**src/rtl/alu_op_ctrl_pkg.sv**
```systemverilog
// Shared definitions for the ALU controller and the ALU execution units.
package alu_op_ctrl_pkg;

    // Controller state encoding
    typedef enum logic [1:0] {
        ST_IDLE  = 2'd0,
        ST_ISSUE = 2'd1,
        ST_WAIT  = 2'd2,
        ST_RESP  = 2'd3
    } state_t;

    // Unit-select field, fun[3:2]
    localparam logic [1:0] ALU_ARITH = 2'b00;
    localparam logic [1:0] ALU_LOGIC = 2'b01;
    localparam logic [1:0] ALU_CMP   = 2'b10;
    localparam logic [1:0] ALU_SHIFT = 2'b11;

    // Logic unit opcodes
    localparam logic [3:0] OP_AND = 4'b0100;
    localparam logic [3:0] OP_OR  = 4'b0101;
    localparam logic [3:0] OP_XOR = 4'b0110;
    localparam logic [3:0] OP_NOR = 4'b0111;

    // One-hot unit enable, bit order {shift, cmp, logic, arith}
    function automatic logic [3:0] unit_dec(input logic [1:0] sel);
        logic [3:0] en;
        en = 4'b0000;
        case (sel)
            ALU_ARITH: en = 4'b0001;
            ALU_LOGIC: en = 4'b0010;
            ALU_CMP:   en = 4'b0100;
            ALU_SHIFT: en = 4'b1000;
            default:   en = 4'b0000;
        endcase
        return en;
    endfunction

endpackage

```
**src/rtl/alu_op_ctrl.sv**
```systemverilog
// Initiator side of the ALU unit interface: takes one request, pulses the
// selected unit for one cycle, waits for its flag (or times out) and returns
// the captured result over a valid/ready response port.
module alu_op_ctrl
    import alu_op_ctrl_pkg::*;
#(
    parameter int width   = 16,
    parameter int TIMEOUT = 4
) (
    input  logic             clk,
    input  logic             rst,
    input  logic             req_valid,
    output logic             req_ready,
    input  logic [width-1:0] req_a,
    input  logic [width-1:0] req_b,
    input  logic [3:0]       req_fun,
    output logic [width-1:0] alu_a,
    output logic [width-1:0] alu_b,
    output logic [3:0]       alu_fun,
    output logic             arith_en,
    output logic             logic_en,
    output logic             cmp_en,
    output logic             shift_en,
    input  logic [width-1:0] alu_res,
    input  logic             alu_flag,
    output logic             rsp_valid,
    input  logic             rsp_ready,
    output logic [width-1:0] rsp_data,
    output logic [3:0]       rsp_fun,
    output logic             rsp_err
);

    // Counter wide enough to hold TIMEOUT itself
    localparam int            CW      = $clog2(TIMEOUT + 1);
    localparam logic [CW-1:0] CNT_ONE = CW'(1);
    // Value seen on the last permitted WAIT cycle
    localparam logic [CW-1:0] CNT_LAST = CW'(TIMEOUT - 1);

    state_t             r_state;
    logic [CW-1:0]      r_cnt;
    logic [3:0]         r_en;
    logic [width-1:0]   r_alu_a;
    logic [width-1:0]   r_alu_b;
    logic [3:0]         r_alu_fun;
    logic               r_rsp_valid;
    logic [width-1:0]   r_rsp_data;
    logic [3:0]         r_rsp_fun;
    logic               r_rsp_err;
    logic               w_cnt_done;

    assign req_ready  = (r_state == ST_IDLE);
    assign w_cnt_done = (r_cnt == CNT_LAST);

    assign {shift_en, cmp_en, logic_en, arith_en} = r_en;
    assign alu_a     = r_alu_a;
    assign alu_b     = r_alu_b;
    assign alu_fun   = r_alu_fun;
    assign rsp_valid = r_rsp_valid;
    assign rsp_data  = r_rsp_data;
    assign rsp_fun   = r_rsp_fun;
    assign rsp_err   = r_rsp_err;

    // Control FSM: issue, wait for flag or timeout, hold response until taken
    always_ff @(posedge clk or negedge rst) begin
        if (!rst) begin
            r_state     <= ST_IDLE;
            r_cnt       <= '0;
            r_en        <= '0;
            r_alu_a     <= '0;
            r_alu_b     <= '0;
            r_alu_fun   <= '0;
            r_rsp_valid <= 1'b0;
            r_rsp_data  <= '0;
            r_rsp_fun   <= '0;
            r_rsp_err   <= 1'b0;
        end else begin
            case (r_state)
                ST_IDLE: begin
                    if (req_valid) begin
                        r_alu_a   <= req_a;
                        r_alu_b   <= req_b;
                        r_alu_fun <= req_fun;
                        r_en      <= unit_dec(req_fun[3:2]);
                        r_state   <= ST_ISSUE;
                    end
                end
                ST_ISSUE: begin
                    // Unit registers its result at the end of this cycle
                    r_en    <= '0;
                    r_cnt   <= '0;
                    r_state <= ST_WAIT;
                end
                ST_WAIT: begin
                    if (alu_flag) begin
                        r_rsp_data  <= alu_res;
                        r_rsp_fun   <= r_alu_fun;
                        r_rsp_err   <= 1'b0;
                        r_rsp_valid <= 1'b1;
                        r_state     <= ST_RESP;
                    end else begin
                        r_cnt <= r_cnt + CNT_ONE;
                        // Undefined unit codes never raise the flag and land here
                        if (w_cnt_done) begin
                            r_rsp_data  <= '0;
                            r_rsp_fun   <= r_alu_fun;
                            r_rsp_err   <= 1'b1;
                            r_rsp_valid <= 1'b1;
                            r_state     <= ST_RESP;
                        end
                    end
                end
                ST_RESP: begin
                    if (rsp_ready) begin
                        r_rsp_valid <= 1'b0;
                        r_state     <= ST_IDLE;
                    end
                end
                default: r_state <= ST_IDLE;
            endcase
        end
    end

endmodule

```
**config.mk**
```make
export PLATFORM = sky130hd
export DESIGN_NAME = alu_op_ctrl
export DESIGN_NICKNAME = d
export VERILOG_FILES = /design/src/rtl/alu_op_ctrl_pkg.sv /design/src/rtl/alu_op_ctrl.sv
export SDC_FILE = /design/constraint.sdc
export NUM_CORES = 1
export LEC_CHECK = 0
export BUFFER_PORTS_ARGS = -buffer_cell sky130_fd_sc_hd__buf_2
export CORE_UTILIZATION = 30
export CTS_CLUSTER_DIAMETER = 80
export CTS_CLUSTER_SIZE = 25
export DETAILED_ROUTE_END_ITERATION = 6
export PLACE_DENSITY = 0.59
export SLEW_MARGIN = 20
export SYNTH_ARGS = -nofsm -noshare
export SYNTH_HDL_FRONTEND = slang
export SYNTH_SLANG_ARGS = --single-unit
export TNS_END_PERCENT = 1
```
**constraint.sdc**
```tcl
create_clock -name clk -period 2 [get_ports clk]
set_input_delay 0.2 -clock clk [delete_from_list [all_inputs] [get_ports clk]]
set_output_delay 0.2 -clock clk [all_outputs]
set_load 0.05 [all_outputs]
```
==> results.yml, run 1 <==
outcome:
  status: "finished, final reports clean"
critical_path:
  timing.critical_path.fanout_max: 7
  r2r-start: "r_cnt[0]"
  critPathTopFamily: "buffers and inverters"
  critical_path.slowest_cell: "sky130_fd_sc_hd__dfrtp_1"
  timing.critical_path.from_type: "register"
  arrival_ns: 1.58
  required_ns: 1.80
  timing.critical_path.slowest_cell_delay_ns: 0.42
  cp.buffers_inverters: 3
  critPathKind: "reg -> out"
  setup.worst_path.end_class: "primary output"
  worst_setup_path_startpoint: "r_state[0]"
  crit_chain: "inv_1 > ha_1 > buf_4 > buf_2"
place:
  hpwl_um: 4100
  place.gp.congestion: 0.706
  port-buffer-count: 119
sta:
  clock-skew-final_ns: 0.0130
  rsz_0062_raised_after_global_routing: "false"
  worst-slew-pin-transition_ns: 0.383
  report.final.slew_viol_count: 0
  period_minus_slack_ns: 1.78
  layout_worst_path_cycle_share_pct: 88.8
  hold_viol_final: 0
  totalNegativeSetupSlack_ns: 0
  max_slew_margin_pct: 74.5
  fmaxAchievable_mhz: 563
  setup_viol: 0
cells_and_area:
  layout.cells.most_common: "sky130_fd_sc_hd__buf_2"
  area_growth_pct: 34.3
  final_nets: 372
  diodes: 0
  fraction_of_layout_instances_using_a_drive_strength_above_1_pct: 59.2
  nFillCells: 819
  final_cell_mix: "sky130_fd_sc_hd__buf_2, sky130_fd_sc_hd__dfrtp_1, sky130_fd_sc_hd__mux2_2, sky130_fd_sc_hd__a22o_1, sky130_fd_sc_hd__clkbuf_8"
drt:
  wl_per_cell_um: 13.7
  count_of_routing_violations_after_the_opening_detailed_route_iteration: 55
  routed_wl_um: 5770
  detail_route.drc_violations: 0
  antenna_left: 0
  via_count: 1953
  route.detailed.vias_per_inst: 4.63
  firstDrtPassIters: 3
yosys:
  ys_seq_elements: 67
  netlist_instances: 182
  predominant_post_synthesis_flop_cell: "sky130_fd_sc_hd__dfrtp_1"
  synth_edf_count: 0
  yosys-top-cells-area: "sky130_fd_sc_hd__dfrtp_1, sky130_fd_sc_hd__mux2_2, sky130_fd_sc_hd__a22o_1"
  synthesis.nets: 245
  seq_area_frac_synth_pct: 62.0
  netlist_area_mm2: 0.00270
  yosysWarnings: 0
  yosysTopAreaCellShare_pct: 62.0
  post_synth_num_cell_types: 30
  postSynth.asyncResetShare_pct: 100
  synth_area_per_cell_um2: 14.9
  library_cell_occupying_the_most_area_in_the_post_synthesis_netlist: "sky130_fd_sc_hd__dfrtp_1"
job:
  max_cap_violations: 0
global_route:
  grt_start_max_net_pins: 68
  first_global_vias: 1877
  globalRouteTotalUtil_pct: 12.9
  gr-total-overflow: 0
  antenna_found_initial: 0
  grt_pass1_wl_um: 9460
clock_tree:
  tritoncts: "yes"
  cts_htree_levels: 3
  clock_sinks: 67
  clk_pin_slew_worst_paths_ns: 0.08
  post-cts-setup-buffers: 0
  cts.path.max_buffers: 2
  worstSkewPairLatency_ns: 0.34
  clock-root-buffer: "sky130_fd_sc_hd__clkbuf_8"
  cts-buffers-inserted: 9
floorplan:
  coreArea_mm2: 0.00872
  fp.dieArea_mm2: 0.00940
  num_io_pins: 120
  floorplan.die.width_um: 96.9
  initial_core_utilization_pct: 31.0
  num_rows: 34
  floorplan.die.height_um: 96.9
hold_path:
  hold_path.startpoint: "alu_res[4]"
  timing.hold.worst.class: "in -> reg"
==> cells by family after synthesis <==
group                      after synthesis  share of synthesized area (%)
AOI/OAI and AO/OA                       33                           9.58
xor gates and xnor gates                 1                          0.324
adders and majority gates                6                           2.78
buffers and inverters                   15                           3.89
DFF                                     67                           62.0
muxes                                   44                           18.2
and+or+nand+nor                         16                           3.24
==> sequential cells by signal (all words and copies together) (netlist names) <==
signal,cells
alu_a,16
alu_b,16
rsp_data,16
alu_fun,4
r_en,4
rsp_fun,4
r_cnt,3
r_state,2
rsp_err,1
rsp_valid,1
==> timing repair <==
action	in CTS	in global routing
resized for setup	0	0
hold buffers	1	0
endpoints found under the hold margin	67	0
==> final timing paths <==
check,endpoint,slack (ns),depth (start not counted)
max,req_ready,0.22,4
min,rsp_data[4],0.08,2
max reg2reg,rsp_data[0],0.35,5
min reg2reg,rsp_data[7],0.50,1
max in group asynchronous,alu_a[4],1.28,3
min in group asynchronous,alu_a[7],0.37,3
==> Yosys cell counts, types with 2 or more instances <==
library cell	instances
sky130_fd_sc_hd__nand4b_1	2
sky130_fd_sc_hd__buf_4	2
sky130_fd_sc_hd__mux2_2	41
sky130_fd_sc_hd__a22o_1	17
sky130_fd_sc_hd__ha_1	6
sky130_fd_sc_hd__buf_2	3
sky130_fd_sc_hd__clkbuf_8	3
sky130_fd_sc_hd__nor2b_1	2
sky130_fd_sc_hd__nand2_1	4
sky130_fd_sc_hd__inv_1	5
sky130_fd_sc_hd__dfrtp_1	67
sky130_fd_sc_hd__nor2_1	4
sky130_fd_sc_hd__a21oi_1	6
sky130_fd_sc_hd__a31oi_1	2
sky130_fd_sc_hd__mux2i_1	3
==> per-layer routing <==
layer / GRT usage, % / vias to the layer above / wire length, um
li1: - / 914 / -
met1: 15.7 / 967 / 2480
met2: 21.2 / 67 / 2920
met3: 5.06 / 5 / 325
met4: 3.44 / 0 / 40
met5: 0 / - / 0
==> cell type report <==
type | count | area [um2] | area share, %
clock buffers | 10 | 138 | 3.79
clock inverters | 6 | 65.1 | 1.79
inverters | 6 | 22.5 | 0.620
multi-input cells | 100 | 926 | 25.5
flip-flops and latches | 67 | 1680 | 46.2
well taps | 108 | 135 | 3.72
repair buffers | 125 | 668 | 18.4
==> stage by stage <==
step / cells / util, % / cell area [um2] / setup WS (ns) / hold slack (ns)
6_report: 422 / 41.6 / 3630 / 0.224 / 0.0799
5_1_grt: 422 / 41.6 / 3630 / 0.133 / 0.0615
4_1_cts: 422 / 41.6 / 3630 / 0.211 / 0.0605
3_5_place_dp: 405 / 39.2 / 3420 / 0.325 / 0.252
3_3_place_gp: 405 / 39.2 / 3420 / 0.398 / 0.253
2_1_floorplan: 182 / - / 2700 / 0.104 / -0.0956
Power of run 1 is left out: the tool's default activity adds up to more than one toggle a clock period on the data nets, which glitch-free logic cannot reach.
==> run 2, diff against run 1 <==
==> constraint.sdc (replaced) <==
create_clock -name clk -period 2 [get_ports clk]
set_input_delay 0.4 -clock clk [delete_from_list [all_inputs] [get_ports clk]]
set_output_delay 0.4 -clock clk [all_outputs]
set_load 0.05 [all_outputs]
==> results.yml, run 2 (synthesis gave the netlist of run 1 again) <==
outcome:
  status: "finished, final reports clean"
clock_tree:
  worstSkewPairLatency_ns: 0.33
  post-cts-setup-buffers: 0
  cts_hold_repair.buffers: 0
  cts_htree_levels: 3
  clk_pin_slew_worst_paths_ns: 0.08
  clock-root-buffer: "sky130_fd_sc_hd__clkbuf_8"
  cts-buffers-inserted: 9
  cts.path.max_buffers: 2
  tritoncts: "yes"
  clock_sinks: 67
sta:
  totalNegativeSetupSlack_ns: 0
  hold_viol_final: 0
  layout_worst_path_cycle_share_pct: 92.2
  setup_viol: 0
  final_worst_setup_slack_ns: 0.157
  fmaxAchievable_mhz: 542
  report.final.slew_viol_count: 0
  clock-skew-final_ns: 0.00544
  worst-slew-pin-transition_ns: 0.486
  rsz_0062_raised_after_global_routing: "false"
  max_slew_margin_pct: 67.6
  period_minus_slack_ns: 1.84
drt:
  firstDrtPassIters: 4
  wl_per_cell_um: 13.3
  via_count: 1935
  detail_route.drc_violations: 0
  route.detailed.vias_per_inst: 4.60
  count_of_routing_violations_after_the_opening_detailed_route_iteration: 39
  antenna_left: 0
  routed_wl_um: 5590
global_route:
  grt_start_max_net_pins: 68
  gr-total-overflow: 0
  antenna_found_initial: 0
  grt_pass1_wl_um: 9330
  globalRouteTotalUtil_pct: 12.6
  first_global_vias: 1887
hold_path:
  timing.hold.worst.class: "in -> async"
critical_path:
  timing.critical_path.fanout_max: 8
  timing.critical_path.from_type: "register"
  critPathKind: "reg -> out"
  required_ns: 1.60
  arrival_ns: 1.44
  setup.worst_path.end_class: "primary output"
place:
  place.gp.congestion: 0.715
  hpwl_um: 3980
  preCtsSetupSlack_ns: 0.218
  port-buffer-count: 119
floorplan:
  initial_core_utilization_pct: 31.0
  num_rows: 34
  fp.dieArea_mm2: 0.00940
  num_io_pins: 120
  coreArea_mm2: 0.00872
  floorplan.die.height_um: 96.9
  floorplan.die.width_um: 96.9
cells_and_area:
  layout.cells.most_common: "sky130_fd_sc_hd__buf_2"
  final_nets: 371
  final_cell_mix: "sky130_fd_sc_hd__buf_2, sky130_fd_sc_hd__dfrtp_1, sky130_fd_sc_hd__mux2_2, sky130_fd_sc_hd__a22o_1, sky130_fd_sc_hd__clkbuf_8"
  finalCoreUtilization_pct: 42.0
  diodes: 0
  fraction_of_layout_instances_using_a_drive_strength_above_1_pct: 59.7
  area_growth_pct: 35.3
job:
  max_cap_violations: 0
-- run 2: cell count changes in the layout (fill, tap and decap cells not counted), sizes merged --
cell / before / now
inv: 6 / 7
clkinvlp: 1 / 2
clkinv: 4 / 0
bufinv: 1 / 2
dlygate4sd3: 1 / 0
clkbuf: 10 / 11
-- run 2: layout make-up --
type / instances / area (um2)
Timing Repair Buffer: 124 / 661
Fill cell: 842 / 5060
Tap cell: 108 / 135
Inverter: 6 / 22.5
Sequential cell: 67 / 1680
Multi-Input combinational cell: 100 / 928
Clock buffer: 11 / 151
Clock inverter: 5 / 83.8
-- run 2: per-layer routing --
layer / share of wire (%) / vias up / GRT usage (%)
li1: - / 910 / -
met1: 44 / 950 / 15.3
met2: 49 / 66 / 20.4
met3: 5.2 / 9 / 5.13
met4: 1.5 / 0 / 4.13
met5: 0 / - / 0
-- run 2: worst paths after layout --
check,from,end,slack [ns],cells past startpoint
max reg2reg,r_cnt[0],rsp_data[12],0.24,5
min reg2reg,rsp_err,rsp_err,0.49,2
max,r_state[0],req_ready,0.16,4
min in group clk,alu_res[7],rsp_data[7],0.29,2
min,rst,rsp_data[13],0.08,2
max in group asynchronous,rst,alu_a[15],1.63,2
-- run 2: repair_timing --
item,in CTS,in global routing
resized for setup,0,3
hold endpoints to repair,0,0
setup endpoints to repair,0,1
-- run 2: through the flow --
stage               std cells  hold slack [ns]  area, um2
floorplan                 182            0.104       2700
finish                    421           0.0776       3660
global placement          405            0.451       3420
CTS                       421           0.0716       3650
detailed placement        405            0.453       3420
global route              421           0.0810       3660
-- run 2: critical path, cell delays in order (launching register included) --
cell and delay [ns]:
sky130_fd_sc_hd__dfrtp_1 0.41, sky130_fd_sc_hd__inv_1 0.10, sky130_fd_sc_hd__ha_2 0.23, sky130_fd_sc_hd__buf_4 0.17
sky130_fd_sc_hd__buf_4 0.20
Power of run 2 is left out for the same reason.
